[src/rtl/nios_system_de2_pio_key_in.sv]
// Avalon-MM input PIO for DE2 keys/switches.
// Synchronises and debounces inputs, captures edges, raises a masked irq.
module nios_system_de2_pio_key_in #(
  parameter int WIDTH           = 4,
  parameter int DEBOUNCE_CYCLES = 50000,
  parameter int EDGE_TYPE       = 1
) (
  input  logic             clk,
  input  logic             reset_n,
  input  logic [1:0]       address,
  input  logic             chipselect,
  input  logic             write_n,
  input  logic [31:0]      writedata,
  input  logic [WIDTH-1:0] in_port,
  output logic [31:0]      readdata,
  output logic             irq
);

  localparam int CW = $clog2(DEBOUNCE_CYCLES + 1);
  localparam logic [CW-1:0] CNT_LAST = CW'(DEBOUNCE_CYCLES - 1);

  logic [WIDTH-1:0] r_sync1;
  logic [WIDTH-1:0] r_sync2;
  logic [WIDTH-1:0] r_edge;
  logic [WIDTH-1:0] r_mask;
  logic [31:0]      r_rdata;

  logic [WIDTH-1:0] w_deb;
  logic [WIDTH-1:0] w_accept;
  logic [WIDTH-1:0] w_set;
  logic [WIDTH-1:0] w_clr;
  logic [31:0]      w_rdata;
  logic             w_wr;
  logic             w_unused;

  assign w_wr     = chipselect & ~write_n;
  assign w_unused = ^writedata;

  always_ff @(posedge clk) begin
    if (!reset_n) begin
      r_sync1 <= '1;
      r_sync2 <= '1;
    end else begin
      r_sync1 <= in_port;
      r_sync2 <= r_sync1;
    end
  end

  for (genvar gi = 0; gi < WIDTH; gi++) begin : g_bit
    logic [CW-1:0] r_cnt;
    logic          r_deb;

    always_ff @(posedge clk) begin
      if (!reset_n) begin
        r_cnt <= '0;
        r_deb <= 1'b1;
      end else if (r_sync2[gi] == r_deb) begin
        r_cnt <= '0;
      end else if (r_cnt == CNT_LAST) begin
        r_deb <= r_sync2[gi];
        r_cnt <= '0;
      end else begin
        r_cnt <= r_cnt + 1'b1;
      end
    end

    assign w_deb[gi]    = r_deb;
    assign w_accept[gi] = (r_sync2[gi] != r_deb) && (r_cnt == CNT_LAST);

    // Qualify the accepted level change by the configured edge direction.
    if (EDGE_TYPE == 0) begin : g_rise
      assign w_set[gi] = w_accept[gi] & r_sync2[gi];
    end else if (EDGE_TYPE == 1) begin : g_fall
      assign w_set[gi] = w_accept[gi] & ~r_sync2[gi];
    end else begin : g_any
      assign w_set[gi] = w_accept[gi];
    end
  end

  assign w_clr = (w_wr && address == 2'd3) ? writedata[WIDTH-1:0] : '0;

  always_ff @(posedge clk) begin
    if (!reset_n) begin
      r_edge <= '0;
      r_mask <= '0;
    end else begin
      r_edge <= (r_edge & ~w_clr) | w_set;
      if (w_wr && address == 2'd2) begin
        r_mask <= writedata[WIDTH-1:0];
      end
    end
  end

  always_comb begin
    w_rdata = '0;
    unique case (address)
      2'd0: w_rdata[WIDTH-1:0] = w_deb;
      2'd1: w_rdata[WIDTH-1:0] = r_sync2;
      2'd2: w_rdata[WIDTH-1:0] = r_mask;
      2'd3: w_rdata[WIDTH-1:0] = r_edge;
    endcase
  end

  always_ff @(posedge clk) begin
    if (!reset_n) begin
      r_rdata <= '0;
    end else begin
      r_rdata <= w_rdata;
    end
  end

  assign readdata = r_rdata;
  assign irq      = |(r_edge & r_mask);

endmodule

[config.mk]
export PLATFORM = sky130hd
export DESIGN_NAME = nios_system_de2_pio_key_in
export DESIGN_NICKNAME = d
export VERILOG_FILES = /design/src/rtl/nios_system_de2_pio_key_in.sv
export SDC_FILE = /design/constraint.sdc
export NUM_CORES = 1
export LEC_CHECK = 0
export BUFFER_PORTS_ARGS = -buffer_cell sky130_fd_sc_hd__buf_2
export CAP_MARGIN = 40
export CORE_ASPECT_RATIO = 1.2
export CORE_MARGIN = 5
export CORE_UTILIZATION = 30
export DETAILED_ROUTE_END_ITERATION = 8
export GPL_TIMING_DRIVEN = 0
export PLACE_DENSITY = 0.58
export SKIP_LAST_GASP = 1
export SLEW_MARGIN = 20
export SYNTH_ARGS = -nofsm -noshare
export SYNTH_HDL_FRONTEND = slang
export SYNTH_SLANG_ARGS = --single-unit
[constraint.sdc]
create_clock -name clk -period 5.4 [get_ports clk]
set_input_delay 0.54 -clock clk [delete_from_list [all_inputs] [get_ports clk]]
set_output_delay 0.54 -clock clk [all_outputs]
set_load 0.005 [all_outputs]
Word-level counts from Yosys, hierarchy flattened
Cells that the tools add are included.
- bits of input ports: 42
- register bits: 116
- bitwise logic cells: 19
- eq/ne operators: 15
- multiplexer cells: 2
- $add $sub $neg: 4
- reduce and logical (&&, ||, !) cells: 16
- operators by type and width (operator ; count):
    adder 16 x 1 -> 16 bit (second input constant) ; 4
    == test 16 bit (second input constant) ; 4
    case mux 4 bit (4 select lines) ; 1
    OR reduction 3 bit ; 4
    NOT 1 bit ; 10
    AND 4 bit ; 2
    AND reduction 2 bit ; 4
    logical AND 1 bit ; 6
    AND 1 bit ; 5
    == test 1 bit ; 4
    == test 2 bit (second input constant) ; 2
    two-way mux 4 bit ; 1
    inequality test 1 bit ; 4
    NOT 4 bit ; 1
    bitwise OR 4 bit ; 1
    OR reduction 4 bit ; 1
    == test 2 x 1 -> 1 bit (second input constant) ; 1
    logical NOT 2 bit ; 1

Depth between registers and ports, before layout
- depth in word-level cells: 7
- depth in mapped cells: 6
- mapped depth without buffers: 5

Least setup slack after synthesis
Ideal clock, no wire load.
- path type: flip-flop to flip-flop
- from: reg g_bit[2].r_cnt[11]
- to: reg g_bit[2].r_cnt[10]
- cell stages (with the launch flop): 6
- path slack: 3.594 ns
- data required time: 5.285 ns
- library setup time: 0.115 ns
- arrival: 1.691 ns
- clock period less this slack: 1.806 ns
- path buffers: 1
- cell sequence: dfxtp_1 or4_1 or4_4 nand3_4 buf_8 nor2_1
- cells in the longest elaborated chain, start to end: 2
- RTL lines (element ; RTL line ; source):
    start, declared ; 50 ; logic [CW-1:0] r_cnt;
    start signal, assigned ; 63 ; r_cnt <= r_cnt + 1'b1;
    == test 16 bit ; 59 ; end else if (r_cnt == CNT_LAST) begin
    OR reduction 3 bit (no line) ; -- ;
No other way between the ends.
A chain may end at the register's enable or synchronous reset.

Worst setup path after layout
- from: reg g_bit[2].r_cnt[0]
- to: reg g_bit[2].r_cnt[11]
- cells in the longest elaborated chain, start to end: 2
- elaborated cells on any way between the ends: 3
- classes of those cells: add/sub (1); eq/ne (1); reduce/logical (1)
- RTL lines (element):
    parallel branches: the longest is 2 deep, another holds adder 16 x 1 -> 16 bit
Parallel ways; which one is timed is not known.

==> run summary <==
status - completed
hold_buf cts - 0
Layout Nets - 534
first-pass detailed-route iteration total - 4
Net Sw Power - 0.0002766 W
I/O Buffers - 17
vias in the first global route - 2900
Rel. slew slack - 0.6390
switch share - 0.2081
Yosys warning count - 0
Least-Margin Pin Slew - 0.5414 ns
Starting Density - 0.3048
Setup violations, final - 0
CTS resizes - 0
PnR worst setup slack - 3.411 ns
post-synthesis sequential element count - 88
CTS Buf Count - 9
largest net degree at the start of global routing - 15
Post-synth ARST share - 0
clock power share - 0.466
gr usage total - 0.1030
unrepaired setup endpoints after global routing - no
Die H - 136.8 µm
DRC - 0
Final Wtd Congestion - 0.7894
DP Worst Slack - 3.374 ns
DP HPWL - 5.825 mm
clk_skew - 0.004549 ns
maxcap violations - 0
H-tree depth - 3
Crit Path Max Fanout - 10
antenna violations before repair - 0
Required @ worst endpoint - 5.63 ns
clk slew on worst S/H paths - 0.06 ns
post-CTS setup buffers - 0
vias - 2959
die footprint - 0.01582 mm²
Ports - 75
Max Clock Freq - 502.9 MHz
CP peak stage delay - 0.67 ns
DRT iter0 DRCs - 69
CTS tree - yes
PwrDens - 281.9 mW/mm²
maximum buffer depth of the clock tree - 2
worst path cell trace - ha_1 > nand3_1 > or4_4 > nand3_4 > buf_8 > nor2_1
Avg Cell Area, Syn - 9.279 µm²
Top Family by Delay on Critical Path - simple AND/OR/NAND/NOR gates
Die W - 115.6 µm
Max VDD drop - 0.0001191 V
first-pass GRT wire length - 13.12 mm
commonest non-fill, non-tap cell in the layout - dfxtp_1
vias per cell - 4.477
Critical Path Slowest Stage Cell - or4_4
Overflow after GRT - 0
Arrival @ worst endpoint - 2.21 ns
EDFF count, synth - 0
final core occ - 0.3576
Syn Std Cell Area - 0.004018 mm²
Fin. Hold Viols - 0
final wirelength - 7.709 mm
Combinational Power Share - 0.038
CP endpoint kind - flip-flop
sequential group share of total power - 0.495
LEAKAGE - 1.639 nW
Post-Synthesis Cells - 433
CP Buf/Inv Count - 1
most frequent cells in the layout - dfxtp_1, nor2_1, xnor2_1, buf_4, conb_1
post-route ant nets - 0
# fillers - 1367
WS Path Type - reg2reg
class of the worst hold path - in2reg
Area Overhead vs Synth - 17.32%
Worst-Skew Late Latency - 0.33 ns
fraction of layout cells with a size suffix above 1 - 0.1481
row count - 46
ys flop type - dfxtp_1
Worst Setup Start Kind - flip-flop
fin crit share - 0.3683
core area - 0.01318 mm²
Antenna Cells - 0
WL/cell - 11.66 µm
Internal - 0.001052 W
Max Slew Vio Count - 0
Sink Count - 88
Tmin final - 1.989 ns
Setup Total Neg Slack - 0 ns
sequential-to-total area share from yosys stat - 0.4385
post-synthesis cell type count - 42
Root Buffer - clkbuf_16
[power by group through the flow]
stage | Sequential, W | Clock [W] | Combinational, W
after floorplan | 0.000673 | 0 | 0.0000367
after global placement | 0.000673 | 0 | 0.0000501
after detailed placement | 0.000673 | 0 | 0.0000505
after CTS | 0.000658 | 0.000641 | 0.0000506
after global routing | 0.000659 | 0.000672 | 0.0000571
final | 0.000658 | 0.000620 | 0.0000507
[routing by layer]
metal  wire length, µm  share of wire  GRT usage
met1              3526           0.46     0.1236
met2              3741           0.49     0.1744
met3               365          0.047    0.03273
met4                75         0.0097    0.03353
met5                 0              0          0
[worst reg2reg max path: cells and delay by family (launching register included)]
| family | cells | cell delay (ns) |
|---|---|---|
| DFF | 1 | 0.38 |
| and+or+nand+nor | 4 | 1.15 |
| buffers and inverters | 1 | 0.14 |
| adders and majority gates | 1 | 0.21 |
[cell usage after synthesis, drive strengths merged, types with 3 or more instances]
library cell   n  area share
a21boi         4      0.0075
or4            4      0.0093
a21oi          3      0.0037
nand4         19       0.030
nand2b         8       0.012
ha             4       0.012
dfxtp         88        0.44
nor2b          4      0.0062
and2           4      0.0062
buf           30       0.059
and3           8       0.012
inv           14       0.013
o21a           4      0.0075
xor2          15       0.033
nor3b          4      0.0087
nor3          13       0.016
clkbuf         8      0.0075
and4b          3      0.0075
nand2         19       0.018
nor2          70       0.065
nor4          14       0.022
mux4           4       0.022
mux2i          8       0.020
nand3         21       0.031
xnor2         42       0.092
[through the flow]
stage	std cells	hold WS, ns	total power, W	area (µm²)
2_1_floorplan	460	0.3863	0.0007092	4119
3_3_place_gp	645	0.3908	0.0007231	4414
3_5_place_dp	645	0.3932	0.0007237	4414
4_1_cts	661	0.3711	0.001350	4713
5_1_grt	661	0.3786	0.001388	4713
6_report	661	0.3846	0.001329	4713
[state kept, by name (all words and copies together) (netlist names)]
register and cells:
g_bit.r_cnt 64, g_bit.r_deb 4, r_edge 4, r_mask 4, r_sync1 4, r_sync2 4, readdata 4
[worst paths after layout]
check | from | end | slack [ns] | cells past startpoint
setup / recovery | g_bit[2].r_cnt[0] | g_bit[2].r_cnt[11] | 3.41 | 6
hold / removal | in_port[2] | r_sync1[2] | 0.38 | 2
setup reg to reg | g_bit[2].r_cnt[0] | g_bit[2].r_cnt[11] | 3.41 | 6
hold reg to reg | r_sync1[0] | r_sync2[0] | 0.41 | 1
[cell type report]
type                            instances  area [µm²]  area share
Clock inverter                          5       56.30     0.01195
Tap cell                              168       210.2     0.04460
Sequential cell                        88        1762      0.3738
Timing Repair Buffer                   17       85.08     0.01805
Clock buffer                           11       242.7     0.05150
Inverter                               14       52.55     0.01115
Multi-Input combinational cell        320        2038      0.4324
Buffer                                 38       266.5     0.05654
[logic make-up (layout without fill, tap and decap cells)]
group	Yosys count	count (layout)	synth area share
DFF	88	88	0.4385
other	1	28	0.0009334
muxes	12	12	0.04236
AOI/OAI and AO/OA	16	16	0.02709
xor gates and xnor gates	57	57	0.1243
and+or+nand+nor	203	203	0.2750
adders and majority gates	4	4	0.01246
buffers and inverters	52	85	0.07941
(Power assumes the default switching activity.)
